[src/rtl/slot_accumulate_if.sv]
// Correlator-side stream bundle for slot_accumulate: input words in, widened sums and error out.
interface slot_accumulate_if #(
   parameter int unsigned WIDTH = 4,
   parameter int unsigned ACCUM = 6,
   parameter int unsigned TBITS = 4
);
   logic                    valid_i;
   logic                    last_i;
   logic signed [WIDTH-1:0] re_i;
   logic signed [WIDTH-1:0] im_i;
   logic                    valid_o;
   logic                    first_o;
   logic                    last_o;
   logic [TBITS-1:0]        slot_o;
   logic signed [ACCUM-1:0] re_o;
   logic signed [ACCUM-1:0] im_o;
   logic                    error_o;

   modport slave (
      input  valid_i, last_i, re_i, im_i,
      output valid_o, first_o, last_o, slot_o, re_o, im_o, error_o
   );

   modport master (
      output valid_i, last_i, re_i, im_i,
      input  valid_o, first_o, last_o, slot_o, re_o, im_o, error_o
   );
endinterface

[src/rtl/slot_accumulate.sv]
// Per-slot visibility accumulator over COUNT frames, two-cycle pipeline through a slot memory.
// Define SLOT_ACCUMULATE_SATURATE_EN to clamp each add instead of wrapping.
module slot_accumulate #(
   parameter int unsigned WIDTH = 4,
   parameter int unsigned ABITS = 2,
   parameter int unsigned TRATE = 12,
   parameter int unsigned TBITS = 4,
   parameter int unsigned COUNT = 3,
   parameter int unsigned CBITS = 2
) (
   input logic              clock,
   input logic              reset,
   slot_accumulate_if.slave bus
);
   localparam int unsigned ACCUM = WIDTH + ABITS;
   localparam logic [TBITS-1:0] LAST_SLOT  = TBITS'(TRATE - 1);
   localparam logic [CBITS-1:0] LAST_FRAME = CBITS'(COUNT - 1);

   typedef enum logic [1:0] {StFirst, StAccum, StEmit} state_e;

   state_e           state_q, state_d;
   logic [TBITS-1:0] slot_q, slot_d;
   logic [CBITS-1:0] frame_q, frame_d;
   logic             at_last, misalign;

   logic                    s1_valid, s1_emit, s1_use, s1_err;
   logic [TBITS-1:0]        s1_slot;
   logic [WIDTH-1:0]        s1_re, s1_im;
   logic [2*ACCUM-1:0]      rd_q;
   logic [2*ACCUM-1:0]      mem [TRATE];
   logic [ACCUM-1:0]        base_re, base_im, ext_re, ext_im, sum_re, sum_im;
   logic                    wr_en;

   function automatic logic [ACCUM-1:0] add_acc(input logic [ACCUM-1:0] a,
                                                input logic [ACCUM-1:0] b);
`ifdef SLOT_ACCUMULATE_SATURATE_EN
      logic [ACCUM:0] full;
      full = {a[ACCUM-1], a} + {b[ACCUM-1], b};
      if (full[ACCUM] != full[ACCUM-1]) begin
         return full[ACCUM] ? {1'b1, {(ACCUM-1){1'b0}}} : {1'b0, {(ACCUM-1){1'b1}}};
      end
      return full[ACCUM-1:0];
`else
      return a + b;
`endif
   endfunction

   always_comb begin
      state_d  = state_q;
      slot_d   = slot_q;
      frame_d  = frame_q;
      at_last  = (slot_q == LAST_SLOT);
      misalign = bus.valid_i && (bus.last_i != at_last);
      if (bus.valid_i) begin
         if (misalign) begin
            // Misaligned framing: drop the partial sums and resynchronise on the next word.
            slot_d  = '0;
            frame_d = '0;
            state_d = StFirst;
         end else if (at_last) begin
            slot_d  = '0;
            frame_d = (frame_q == LAST_FRAME) ? '0 : frame_q + 1'b1;
            if (frame_d == '0) begin
               state_d = StFirst;
            end else if (frame_d == LAST_FRAME) begin
               state_d = StEmit;
            end else begin
               state_d = StAccum;
            end
         end else begin
            slot_d = slot_q + 1'b1;
         end
      end
   end

   always_ff @(posedge clock) begin
      if (reset) begin
         state_q  <= StFirst;
         slot_q   <= '0;
         frame_q  <= '0;
         s1_valid <= 1'b0;
         s1_emit  <= 1'b0;
         s1_use   <= 1'b0;
         s1_err   <= 1'b0;
         s1_slot  <= '0;
         s1_re    <= '0;
         s1_im    <= '0;
      end else begin
         state_q  <= state_d;
         slot_q   <= slot_d;
         frame_q  <= frame_d;
         s1_valid <= bus.valid_i;
         if (bus.valid_i) begin
            s1_emit <= (state_q == StEmit) || (COUNT == 1);
            s1_use  <= (state_q != StFirst);
            s1_err  <= misalign;
            s1_slot <= slot_q;
            s1_re   <= bus.re_i;
            s1_im   <= bus.im_i;
         end
      end
   end

   always_comb begin
      base_re = s1_use ? rd_q[2*ACCUM-1:ACCUM] : '0;
      base_im = s1_use ? rd_q[ACCUM-1:0] : '0;
      ext_re  = {{ABITS{s1_re[WIDTH-1]}}, s1_re};
      ext_im  = {{ABITS{s1_im[WIDTH-1]}}, s1_im};
      sum_re  = add_acc(base_re, ext_re);
      sum_im  = add_acc(base_im, ext_im);
      wr_en   = s1_valid && !s1_emit;
   end

   // Read-to-write distance is at least TRATE words, so no forwarding path is needed.
   always_ff @(posedge clock) begin
      if (bus.valid_i) begin
         rd_q <= mem[slot_q];
      end
      if (wr_en) begin
         mem[s1_slot] <= {sum_re, sum_im};
      end
   end

   always_ff @(posedge clock) begin
      if (reset) begin
         bus.valid_o <= 1'b0;
         bus.first_o <= 1'b0;
         bus.last_o  <= 1'b0;
         bus.error_o <= 1'b0;
         bus.slot_o  <= '0;
         bus.re_o    <= '0;
         bus.im_o    <= '0;
      end else begin
         bus.valid_o <= s1_valid && s1_emit;
         bus.error_o <= s1_valid && s1_err;
         if (s1_valid && s1_emit) begin
            bus.slot_o  <= s1_slot;
            bus.first_o <= (s1_slot == '0);
            bus.last_o  <= (s1_slot == LAST_SLOT);
            bus.re_o    <= sum_re;
            bus.im_o    <= sum_im;
         end
      end
   end
endmodule

[src/flat_wrapper.sv]
// flat-port wrapper written by rule: the top's interface ports become plain ports
module slot_accumulate_flat 
#(
   parameter int unsigned WIDTH = 4,
   parameter int unsigned ABITS = 2,
   parameter int unsigned TRATE = 12,
   parameter int unsigned TBITS = 4,
   parameter int unsigned COUNT = 3,
   parameter int unsigned CBITS = 2
)
  (clock, reset, bus_valid_i, bus_last_i, bus_re_i, bus_im_i, bus_valid_o, bus_first_o, bus_last_o, bus_slot_o, bus_re_o, bus_im_o, bus_error_o);
  slot_accumulate_if #(.WIDTH(WIDTH), .ACCUM(6), .TBITS(TBITS)) bus_i ();
  input logic clock;
  input logic reset;
  input wire logic [$bits(bus_i.valid_i)-1:0] bus_valid_i;
  input wire logic [$bits(bus_i.last_i)-1:0] bus_last_i;
  input wire logic [$bits(bus_i.re_i)-1:0] bus_re_i;
  input wire logic [$bits(bus_i.im_i)-1:0] bus_im_i;
  output wire logic [$bits(bus_i.valid_o)-1:0] bus_valid_o;
  output wire logic [$bits(bus_i.first_o)-1:0] bus_first_o;
  output wire logic [$bits(bus_i.last_o)-1:0] bus_last_o;
  output wire logic [$bits(bus_i.slot_o)-1:0] bus_slot_o;
  output wire logic [$bits(bus_i.re_o)-1:0] bus_re_o;
  output wire logic [$bits(bus_i.im_o)-1:0] bus_im_o;
  output wire logic [$bits(bus_i.error_o)-1:0] bus_error_o;
  assign bus_i.valid_i = bus_valid_i;
  assign bus_i.last_i = bus_last_i;
  assign bus_i.re_i = bus_re_i;
  assign bus_i.im_i = bus_im_i;
  assign bus_valid_o = bus_i.valid_o;
  assign bus_first_o = bus_i.first_o;
  assign bus_last_o = bus_i.last_o;
  assign bus_slot_o = bus_i.slot_o;
  assign bus_re_o = bus_i.re_o;
  assign bus_im_o = bus_i.im_o;
  assign bus_error_o = bus_i.error_o;
  slot_accumulate #(.WIDTH(WIDTH), .ABITS(ABITS), .TRATE(TRATE), .TBITS(TBITS), .COUNT(COUNT), .CBITS(CBITS)) u_core (.clock(clock), .reset(reset), .bus(bus_i));
endmodule
[config.mk]
export PLATFORM = sky130hd
export DESIGN_NAME = slot_accumulate_flat
export DESIGN_NICKNAME = d
export VERILOG_FILES = /design/src/rtl/slot_accumulate_if.sv /design/src/rtl/slot_accumulate.sv /design/src/flat_wrapper.sv
export SDC_FILE = /design/constraint.sdc
export NUM_CORES = 1
export LEC_CHECK = 0
export ABC_AREA = 1
export CORE_ASPECT_RATIO = 0.5
export CORE_MARGIN = 2
export CORE_UTILIZATION = 29
export DETAILED_ROUTE_END_ITERATION = 8
export PLACE_DENSITY_LB_ADDON = 0.1
export SKIP_LAST_GASP = 1
export SLEW_MARGIN = 20
export SYNTH_ARGS = -nofsm -noshare
export SYNTH_HDL_FRONTEND = slang
export SYNTH_SLANG_ARGS = --single-unit
export TNS_END_PERCENT = 5
[constraint.sdc]
create_clock -name clock -period 2.1 [get_ports clock]
set_clock_uncertainty 0.1 [all_clocks]
set_input_delay 0.21 -clock clock [delete_from_list [all_inputs] [get_ports clock]]
set_output_delay 0.21 -clock clock [all_outputs]
set_load 0.02 [all_outputs]
======== Yosys cells after proc, flatten, opt, wreduce, memory -nomap -nowiden ========
Memories as Yosys holds them, arrays and structs flattened. A register that Yosys moved wholly into a read port is not among the register bits.
Index checks and enable logic that the tools add are counted.
word-level totals
  bits in writable memories ............... 144
  input port bits ......................... 12
  memories kept ........................... 1
  bits in registers ....................... 44
operators by class
  multiplexer cells ....................... 13
  equal/unequal tests ..................... 6
  add/subtract/negate cells ............... 4
  reduce and logical (&&, ||, !) cells .... 10
memory list
  memory      words  bits a word  rd ports  clocked after memory_dff  write ports  RTL line               source
  u_core.mem  12     12           1         1                         1            slot_accumulate.sv:30  logic [2*ACCUM-1:0] mem [TRATE];
operators with widths
  operator                                      count
  two-way mux 2 bit                             7
  adder 6 bit                                   2
  two-way mux 6 bit                             2
  == test 4 bit (second input constant)         2
  two-way mux 4 bit                             2
  == test 2 bit (second input constant)         3
  adder 4 x 1 -> 4 bit (second input constant)  1
  logical AND 1 bit                             4
  logical NOT 4 bit                             1
  nonzero test 2 bit                            2
  adder 2 x 1 -> 2 bit (second input constant)  1
  logical NOT 2 bit                             1
  two-way mux 1 bit                             2
  AND reduction 2 bit                           1
  logical NOT 1 bit                             1
  != test 1 bit                                 1

======== Depth between registers and ports, before layout ========
Gate-level depths: netlist of the first run.
  depth in word-level cells ............... 7
  mapped depth ............................ 12

======== Least setup slack after synthesis of the first run ========
No wires, ideal clock.
  path type ............................... flip-flop to flip-flop
  start point ............................. register u_core.s1_use
  end point ............................... memory u_core.mem[0][2] (netlist bit) (data pin)
  cell stages (with the launch flop) ...... 8
  arrival time ............................ 1.885 ns
  library setup time ...................... 0.282 ns
  slack ................................... -0.167 ns
  buffers on the path ..................... 1
  clock period less this slack ............ 2.267 ns
  data required time ...................... 1.718 ns
  cells stage by stage .................... dfxtp_1 > clkbuf_1 > nand2_1 > inv_1 > ha_1 > inv_1 > fa_1 > xnor2_1
on the way
  cells in the longest elaborated chain, start to end .. 2
ends and longest elaborated chain
  element                   RTL line                source
  start: declaration        slot_accumulate.sv:26   logic s1_valid, s1_emit, s1_use, s1_err;
  start signal: assignment  slot_accumulate.sv:95   s1_use <= (state_q != StFirst);
  two-way mux 6 bit         slot_accumulate.sv:106  base_im = s1_use ? rd_q[ACCUM-1:0] : '0;
  adder 6 bit               slot_accumulate.sv:44   return a + b;
  via u_core.sum_im[2]      slot_accumulate.sv:31   logic [ACCUM-1:0] base_re, base_im, ext_re, ext_im, sum_re, sum_im;
  end: declaration          slot_accumulate.sv:30
The timed path passes the listed nets, and every way through them passes these cells.

======== Worst setup path in the final report of the first run ========
  start point ............................. register u_core.s1_use
  end point ............................... memory u_core.mem[7][7] (netlist bit) (data pin)
on the way
  cells in the longest elaborated chain, start to end .. 2
ends and longest elaborated chain
  element               RTL line                source
  two-way mux 6 bit     slot_accumulate.sv:105  base_re = s1_use ? rd_q[2*ACCUM-1:ACCUM] : '0;
  adder 6 bit           slot_accumulate.sv:44
  via u_core.sum_re[1]  slot_accumulate.sv:31
The timed path passes the listed nets, and every way through them passes these cells.

==> results of run 1 <==
## cell type report
class / count / area (µm²)
fill: 2783 / 17800
sequential: 198 / 5530
multi-input combinational: 450 / 2230
timing repair buffer: 83 / 813
tap: 382 / 478
clock buffer: 18 / 429
inverter: 65 / 251
clock inverter: 14 / 193
timing repair inverter: 2 / 15.0
## stage by stage
| stage | setup WS [ps] | util, % | setup TNS [ps] |
|---|---|---|---|
| 3_3_place_gp | -124 | 33.2 | -4500 |
| 3_5_place_dp | -155 | 33.2 | -5110 |
| 6_report | 26.2 | 35.9 | 0 |
| 4_1_cts | -102 | 35.5 | -3340 |
| 2_1_floorplan | -167 | - | -7190 |
| 5_1_grt | -60.7 | 35.9 | -1110 |
## registers in the layout, summed over array words and instances (netlist names), 4 cells and up
| register | count |
|---|---|
| u_core.mem | 144 |
| u_core.rd_q | 12 |
| u_core.bus.im_o | 6 |
| u_core.bus.re_o | 6 |
| u_core.bus.slot_o | 4 |
| u_core.s1_im | 4 |
| u_core.s1_re | 4 |
| u_core.s1_slot | 4 |
| u_core.slot_q | 4 |
## synth_stat cells (4+ instances only)
| cell | count |
|---|---|
| edfxtp_1 | 156 |
| nor2_1 | 132 |
| nand2_1 | 91 |
| o21ai_0 | 84 |
| inv_1 | 61 |
| dfxtp_1 | 42 |
| nand3_1 | 42 |
| a21oi_1 | 35 |
| clkbuf_1 | 17 |
| o211ai_1 | 17 |
| buf_2 | 13 |
| o22ai_1 | 12 |
| ha_1 | 11 |
| o21ai_1 | 9 |
| buf_6 | 5 |
| nand3b_1 | 4 |
## critical path: stages (launching register included)
cell and delay [ps]:
dfxtp_2 360, buf_4 140, nand2_1 50, inv_1 50, ha_2 180, inv_1 50, fa_2 590, buf_6 160
clkinvlp_4 140
## power by group through the flow
stage / sequential, mW / combinational, mW / clock [mW]
after floorplan: 4.50 / 0.409 / 0
after global placement: 4.50 / 0.757 / 0
after detailed placement: 4.51 / 0.755 / 0
after CTS: 4.42 / 0.760 / 3.54
after global routing: 4.42 / 0.872 / 3.70
final: 4.42 / 0.786 / 3.47
## cell usage in the layout (no fill, tap or decap), drive strengths merged, types with 3 or more instances in the layout
| cell | netlist | routed |
|---|---|---|
| buf | 21 | 52 |
| nor2 | 132 | 132 |
| clkbuf | 17 | 18 |
| edfxtp | 156 | 156 |
| nand2 | 91 | 91 |
| o211ai | 17 | 17 |
| xor2 | 3 | 3 |
| dfxtp | 42 | 42 |
| a21oi | 35 | 35 |
| inv | 64 | 66 |
| clkdlybuf4s50 | 0 | 31 |
| o21ai | 93 | 93 |
| ha | 11 | 11 |
| nand3 | 42 | 42 |
| o22ai | 12 | 12 |
| nand4 | 3 | 3 |
| clkinv | 1 | 7 |
| nand3b | 4 | 4 |
| bufinv | 0 | 3 |
| clkinvlp | 0 | 5 |
## cell families after synthesis
kind of cell / Yosys count
buffers and inverters: 103
adders and majority gates: 13
xor gates and xnor gates: 5
DFF: 198
and+or+nand+nor: 274
AOI/OAI and AO/OA: 158
## layer usage
layer | up-vias | track usage [%] | wire length [µm]
met5 | - | 0 | 0
met4 | 0 | 3.94 | 193
met3 | 16 | 2.86 | 916
met2 | 123 | 25.0 | 10100
met1 | 2737 | 25.1 | 12600
li1 | 2717 | - | -
## what timing repair did
| item | in CTS | in global routing |
|---|---|---|
| hold buffers | 0 | 0 |
| pin swaps | 0 | 4 |
| gates resized for setup | 1 | 18 |
| setup buffers | 0 | 2 |
| setup endpoints to repair | 73 | 76 |
| cloned | 0 | 3 |
## path summary, 6_finish.rpt
path	endpoint	slack [ps]	from
min reg2reg	u_core.bus.error_o	370	u_core.s1_valid
max reg2reg	u_core.mem[7][7]	30	u_core.s1_use
min	u_core.s1_re[2]	270	bus_re_i[2]
max	u_core.mem[7][7]	30	u_core.s1_use
==> results.yml, run 1 <==
pwr:
  p_clk_share_pct: 40.0
  netSwitchingPower_mw: 2.12
  vdd_ir_drop_max_uv: 431
  power_leakage_nw: 3.68
  sw_frac_of_total_pct: 24.4
  cellPowerDensity_nw_per_um2: 873
  post-layout-total-power_mw: 8.68
  share_comb_of_total_power_pct: 9.1
  power_frac_seq_pct: 50.9
  internal-power_mw: 6.56
grt:
  globalRoute.totalOverflow: 0
  pin_count_of_the_biggest_net_entering_global_routing: 92
  antenna_found_initial: 1
  grt_usage_pct: 16.7
  first_global_vias: 5228
  grt_pass1_wl_um: 34600
logic_synthesis:
  synth_xor_xnor_area_share_pct: 0.537
  largest_family_of_logic_cells_by_synthesized_area: "simple AND/OR/NAND/NOR gates"
  yosys_most_used_dff: "edfxtp_1"
  synth_simple_gate_area_share_pct: 13.6
  syn-num-nets: 776
  async_flop_share_pct: 0
  post_synth_mux_area_share_pct: 0
  yosys_warnings: 0
  synth-edff-count: 156
  cell_count_after_synthesis: 751
  synth_compound_area_share_pct: 10.4
  fraction_of_post_synthesis_cell_area_in_the_top_cell_type_by_area_pct: 57.4
  synth_seq_area_share_pct: 67.7
  synth.top_cells.by_area: "edfxtp_1, dfxtp_1, nor2_1, o21ai_0, nand2_1"
  synthAdderAreaFrac_pct: 2.18
  syn-cell-area_um2: 8160
  postSynthRegisterBits: 198
  synth_largest_area_cell: "edfxtp_1"
  synth.lib_cells_used.distinct: 26
  post_synth.cell_area_avg_um2: 10.9
floorplan:
  top_level_ports: 32
  fp.dieH_um: 123
  die_area_um2: 29600
  std_cell_rows: 43
  core_area_um2: 27700
  floorplan.die.width_um: 241
  initial_utilization_pct: 29.5
detailed_routing:
  drt.antenna.violating_nets: 0
  detail_route.wl_per_cell_um: 19.7
  detail_route.wirelength_um: 23900
  drc_violation_total_after_the_first_tritonroute_iteration: 446
  vias: 5593
  via_per_inst: 4.61
  route.detailed.drc: 0
  first_pass_iters: 5
placed_design:
  io_buffer_count: 31
  detail_placement_hpwl_um: 14500
  place.gp.congestion: 0.826
  place.detailed.instances: 1175
  place_area_um2: 9210
timing:
  tightestPinTransition_ps: 716
  post-route-min-period_ps: 2070
  rsz_0062_raised_after_global_routing: "yes"
  fin_crit_sh_pct: 98.8
  setup_violations: 0
  final-max-slew-violation-count: 0
  finalHoldViolCount: 0
  max-slew-margin-rel_pct: 52.2
  timing.hold.ws_ps: 269
  fmax_mhz: 482
clocking:
  clk_pin_slew_worst_paths_ps: 70
  tritoncts.num_buffers: 17
  tritoncts: "done"
  clock_tree.root_cell: "clkbuf_16"
  max-clock-path-buffers: 2
  clk_latency_ps: 440
  ctsHtreeMaxLevel: 4
  cts_sinks: 198
worst_setup_path:
  criticalPathCategory: "reg2reg"
  critPathRequiredTime_ps: 2170
  end_kind: "flop"
  worst-r2r-cell-count: 8
  path_max_fanout: 6
  cp_data_arrival_time_ps: 2150
  kind_of_start_point_of_the_critical_path: "flop"
final_layout:
  layout_cell_area_excl_fill_um2: 9930
  layout.cells.non_filler: 1212
  proportion_of_layout_cells_with_a_drive_suffix_above_1_pct: 12.4
  syn_to_final_growth_pct: 21.7
  final_nets: 842
  antennaDiodeCount: 0
job:
  max_cap_violations: 0
hold_path:
  hold_path_class: "in2reg"
  timing.hold.worst_path_depth: 3
run_status:
  outcome: "complete, no violations"
Power figures use the tool's default switching activity.
==> inputs of run 2 (changes only) <==
--- a/config.mk
+++ b/config.mk
@@ -8,7 +8,7 @@
 export ABC_AREA = 1
 export CORE_ASPECT_RATIO = 0.5
 export CORE_MARGIN = 2
-export CORE_UTILIZATION = 29
+export CORE_UTILIZATION = 54
 export DETAILED_ROUTE_END_ITERATION = 8
 export PLACE_DENSITY_LB_ADDON = 0.1
 export SKIP_LAST_GASP = 1
==> run 2 against run 1 <==
  * Core utilization increased by 29 points
  * Clock-buffer cell count decreased by 1
  * Routed wire length decreased by 15%
  * Global-route usage increased by 9.7 points
  * Setup slack improved by 23 ps
  * Critical endpoint is now u_core.mem[7][5]
  * Largest power group unchanged
==> results.yml, run 2 (synthesis gave the netlist of run 1 again) <==
timing:
  final-max-slew-violation-count: 0
  post-route-min-period_ps: 2050
  rsz_0062_raised_after_global_routing: "yes"
  tightestPinTransition_ps: 569
  setup_violations: 0
  fin_crit_sh_pct: 97.6
  fmax_mhz: 488
  max-slew-margin-rel_pct: 62.1
  finalHoldViolCount: 0
floorplan:
  core_area_um2: 14600
  floorplan.die.width_um: 178
  top_level_ports: 32
  fp.dieH_um: 90.9
  initial_utilization_pct: 55.8
  std_cell_rows: 31
  die_area_um2: 16200
pwr:
  power_leakage_nw: 3.63
  vdd_ir_drop_max_uv: 652
  post-layout-total-power_mw: 8.31
  cellPowerDensity_nw_per_um2: 870
worst_setup_path:
  cp_data_arrival_time_ps: 2090
  end_kind: "flop"
  worst-path-buf-inv: 3
  timing.critical_path.mode_cell: "nand2_1"
  kind_of_start_point_of_the_critical_path: "flop"
  criticalPathCategory: "reg2reg"
  critPathRequiredTime_ps: 2140
  timing.critical_path.cells: "buf_4 > nand2_1 > inv_1 > ha_2 > nand2_1 > nor2_1 > nand2_1 > nand3_1 > nand2_1 > nand2_4 > clkinvlp_4"
  cpPeakStageDelay_ps: 370
  crit_family: "simple AND/OR/NAND/NOR gates"
  regToRegStartpoint: "u_core.s1_use"
  path_max_fanout: 7
  critPathLaunch: "u_core.s1_use"
  cp_slowest_cell: "dfxtp_4"
final_layout:
  proportion_of_layout_cells_with_a_drive_suffix_above_1_pct: 11.4
  largest_register_by_flop_count: "u_core.mem"
  reg.largest.list: "u_core.mem (144), u_core.rd_q (12)"
  final_nets: 837
  layout.cells.most_common: "edfxtp_1"
  most-common-layout-cells: "edfxtp_1, nor2_1, nand2_1, o21ai_0, inv_1"
  multi_input_area_um2: 2230
  layout.cells.non_filler: 1022
  largest_register_ff_count: 144
  antennaDiodeCount: 0
  storage_cell_area_um2: 5530
  filler_cell_count: 1126
  syn_to_final_growth_pct: 17.0
detailed_routing:
  drc_violation_total_after_the_first_tritonroute_iteration: 692
  via_per_inst: 5.62
  drt.antenna.violating_nets: 0
  vias: 5747
  route.detailed.drc: 0
  first_pass_iters: 5
  detail_route.wl_per_cell_um: 19.9
  detail_route.wirelength_um: 20400
grt:
  pin_count_of_the_biggest_net_entering_global_routing: 38
  grt_pass1_wl_um: 30800
  grt_usage_pct: 26.4
  first_global_vias: 5311
  antenna_found_initial: 0
  globalRoute.totalOverflow: 0
hold_path:
  hp-start: "bus_re_i[2]"
  hold_path_class: "in2reg"
placed_design:
  detail_placement_hpwl_um: 12500
  place.gp.congestion: 0.847
  io_buffer_count: 31
  place.detailed.instances: 990
clocking:
  clk_pin_slew_worst_paths_ps: 80
  clock_tree.root_cell: "clkbuf_16"
  tritoncts: "done"
  cts_sinks: 198
  tritoncts.num_buffers: 17
  clk_latency_ps: 430
  max-clock-path-buffers: 2
  ctsHtreeMaxLevel: 4
  postCtsHoldBufs: 0
  post-cts-setup-buffers: 0
job:
  max_cap_violations: 0
run_status:
  outcome: "complete, no violations"
==> run 2: changes by cell type in the layout (fill, tap and decap cells not counted), moves of 2 or more <==
| cell | before | now |
|---|---|---|
| bufinv_16 | 3 | 1 |
| buf_6 | 4 | 1 |
| buf_4 | 39 | 44 |
| inv_8 | 0 | 3 |
| buf_12 | 8 | 3 |
| clkinvlp_4 | 5 | 3 |
| clkinv_1 | 1 | 3 |
==> run 2: layout make-up <==
cell class	instances	area share, %
clock buffers	17	4.46
clock inverters	14	1.51
inverters	65	2.60
multi-input cells	450	23.4
flip-flops and latches	198	57.9
well taps	198	2.60
repair buffers	79	7.46
repair inverters	1	0.0786
==> run 2: layer usage <==
| metal | vias to the layer above | track usage (%) | share of wire [%] |
|---|---|---|---|
| met1 | 2716 | 40.1 | 46 |
| met5 | - | 0 | 0 |
| met2 | 289 | 37.0 | 42 |
| li1 | 2708 | - | - |
| met3 | 34 | 6.87 | 10 |
| met4 | 0 | 8.27 | 1.6 |
==> run 2: per-stage QoR <==
step	cell area (µm²)	setup WS, ps	util, %	setup TNS [ps]	hold slack [ps]
after detailed placement	8910	-160	60.9	-3290	324
after CTS	9490	-74.3	64.9	-1530	248
after global routing	9550	-61.6	65.3	-712	306
after global placement	8910	-112	60.9	-1390	325
final	9550	49.5	65.3	0	256
after floorplan	8160	-167	-	-7190	194
==> run 2: what timing repair did <==
action,in CTS,in global routing
endpoints found under the setup margin,75,126
resized for setup,2,13
gates cloned,0,1
hold endpoints to repair,0,0
==> run 2: final timing paths <==
| kind | end | slack, ps | cells after the start |
|---|---|---|---|
| worst max-delay path | u_core.mem[7][5] | 50 | 11 |
| worst min-delay path | u_core.s1_re[2] | 260 | 3 |
| worst min register to register | u_core.bus.error_o | 330 | 2 |
| worst max register to register | u_core.mem[7][5] | 50 | 11 |
==> run 2: worst min-delay path, stage by stage <==
cell,delay (ps)
clkdlybuf4s50_1,400
nor2_1,100
nor2_1,50
==> run 2: power by group <==
group	internal (mW)	leakage, nW	switching (mW)	total (mW)
Clock	1.67	0.278	1.50	3.17
Combinational	0.241	1.57	0.471	0.712
Sequential	4.38	1.78	0.0480	4.42
Total	6.29	3.63	2.02	8.31
==> inputs of run 3 (changes only) <==
--- a/config.mk
+++ b/config.mk
@@ -7,7 +7,7 @@
 export LEC_CHECK = 0
 export ABC_AREA = 1
 export CORE_ASPECT_RATIO = 0.5
-export CORE_MARGIN = 2
+export CORE_MARGIN = 1
 export CORE_UTILIZATION = 54
 export DETAILED_ROUTE_END_ITERATION = 8
 export PLACE_DENSITY_LB_ADDON = 0.1
==> run 3 against run 2 <==
  * Register-to-register slack hardly changed
  * Routed wire length is 1.7% higher
  * Critical path depth is 1 lower
  * Clock power is 3% lower
  * Design area is 1.5% higher
  * Critical endpoint is now u_core.mem[9][4]
==> results.yml, run 3 (synthesis gave the netlist of run 1 again) <==
hold_path:
  timing.hold.worst_endpoint: "u_core.s1_re[0]"
  timing.hold.worst_path_depth: 3
  hp-start: "bus_re_i[0]"
  hold_path_class: "in2reg"
timing:
  rsz_0062_raised_after_global_routing: "yes"
  setup_violations: 0
  post-route-min-period_ps: 2070
  max-slew-margin-rel_pct: 63.1
  final-max-slew-violation-count: 0
  fin_crit_sh_pct: 98.3
  fmax_mhz: 484
  finalHoldViolCount: 0
  timing.setup.tns_ps: 0
  tightestPinTransition_ps: 554
  worst_slack_ps: 34.7
clocking:
  max-clock-path-buffers: 2
  cts_sinks: 198
  tritoncts.num_buffers: 17
  postCtsHoldBufs: 0
  clock_tree.root_cell: "clkbuf_16"
  ctsHtreeMaxLevel: 4
  clk_latency_ps: 430
  clk_pin_slew_worst_paths_ps: 80
  tritoncts: "done"
placed_design:
  dpl_worst_slack_ps: -45.0
  place.detailed.instances: 996
  io_buffer_count: 31
  detail_placement_hpwl_um: 13000
  place.gp.congestion: 0.916
pwr:
  cellPowerDensity_nw_per_um2: 853
  vdd_ir_drop_max_uv: 713
  share_comb_of_total_power_pct: 9.4
  power_leakage_nw: 3.68
  p_clk_share_pct: 37.0
  internal-power_mw: 6.21
  post-layout-total-power_mw: 8.26
  netSwitchingPower_mw: 2.06
  power_frac_seq_pct: 53.6
  sw_frac_of_total_pct: 24.9
detailed_routing:
  vias: 5842
  drc_violation_total_after_the_first_tritonroute_iteration: 602
  detail_route.wl_per_cell_um: 20.1
  route.detailed.drc: 0
  detail_route.wirelength_um: 20700
  via_per_inst: 5.66
  drt.antenna.violating_nets: 0
  first_pass_iters: 7
final_layout:
  layout.cells.non_filler: 1033
  final_nets: 847
  largest_register_by_flop_count: "u_core.mem"
  post_route_utilization_pct: 66.2
  most-common-layout-cells: "edfxtp_1, nor2_1, nand2_1, o21ai_0, inv_1"
  filler_cell_count: 1122
  antennaDiodeCount: 0
  proportion_of_layout_cells_with_a_drive_suffix_above_1_pct: 13.9
  syn_to_final_growth_pct: 18.7
  largest_register_ff_count: 144
  reg.largest.list: "u_core.mem (144), u_core.rd_q (12)"
  layout.cells.most_common: "edfxtp_1"
worst_setup_path:
  timing.reg2reg.setup_slack_ps: 30
  cp_data_arrival_time_ps: 2140
  worst-r2r-cell-count: 10
  kind_of_start_point_of_the_critical_path: "flop"
  path_max_fanout: 6
  end_kind: "flop"
  r2r-end: "u_core.mem[9][4]"
  regToRegStartpoint: "u_core.s1_use"
  criticalPathCategory: "reg2reg"
  critPathRequiredTime_ps: 2180
run_status:
  outcome: "complete, no violations"
grt:
  globalRoute.totalOverflow: 0
  pin_count_of_the_biggest_net_entering_global_routing: 58
  first_global_vias: 5370
  grt_usage_pct: 27.6
  grt_pass1_wl_um: 31100
  antenna_found_initial: 0
floorplan:
  die_area_um2: 15600
  top_level_ports: 32
  initial_utilization_pct: 55.8
  floorplan.die.width_um: 176
  fp.dieH_um: 88.9
  std_cell_rows: 31
  core_area_um2: 14600
job:
  max_cap_violations: 0
-- run 3: power by group through the flow --
stage	clock network, mW	registers [mW]	logic, mW
2_1_floorplan	0	4.50	0.409
6_report	3.06	4.43	0.776
3_5_place_dp	0	4.51	0.720
4_1_cts	3.09	4.42	0.727
5_1_grt	3.26	4.43	0.851
3_3_place_gp	0	4.51	0.708
-- run 3: worst max-delay path, cell delays in order (launching register included) --
cell,delay (ps)
dfxtp_4,370
buf_6,100
nand2_2,30
inv_1,60
ha_2,190
inv_2,50
fa_2,380
nand3b_1,200
nand3_2,120
nand2_4,70
buf_2,150
-- run 3: worst max-delay path by stage --
| stage | startpoint | end | slack, ps | cells after the start |
|---|---|---|---|---|
| after floorplan | u_core.s1_use | u_core.mem[0][2] | -170 | 7 |
| after global placement | u_core.rd_q[8] | u_core.mem[11][9] | -50 | 6 |
| after detailed placement | u_core.s1_use | u_core.mem[2][5] | -40 | 12 |
| after CTS | u_core.s1_use | u_core.mem[0][5] | -60 | 12 |
| after global routing | u_core.s1_use | u_core.mem[9][4] | -90 | 11 |
| final | u_core.s1_use | u_core.mem[9][4] | 30 | 10 |
-- run 3: stage by stage --
stage               hold WS [ps]  area (µm²)
detailed placement           333        8970
global placement             320        8970
CTS                          268        9520
finish                       271        9690
floorplan                    194        8160
global route                 294        9690
-- run 3: what timing repair did --
| item | CTS | global route |
|---|---|---|
| cloned | 0 | 2 |
| pin swaps | 0 | 9 |
| resized for setup | 1 | 29 |
| buffers inserted | 0 | 3 |
| setup endpoints to repair | 50 | 101 |
-- run 3: metal layers --
layer	GRT usage [%]	wire (µm)	share of wire, %
met4	7.04	191	0.92
met5	0	0	0
met3	5.40	1690	8.1
met1	41.7	9670	47
met2	41.2	9180	44
-- run 3: area by class of cell --
| cell class | instances | area [µm²] | area share, % |
|---|---|---|---|
| sequential | 198 | 5530 | 57.1 |
| multi-input combinational | 450 | 2300 | 23.8 |
| timing repair buffer | 89 | 801 | 8.27 |
| clock buffer | 18 | 429 | 4.43 |
| inverter | 65 | 248 | 2.56 |
| tap | 198 | 248 | 2.56 |
| clock inverter | 14 | 118 | 1.21 |
| timing repair inverter | 1 | 7.51 | 0.0775 |
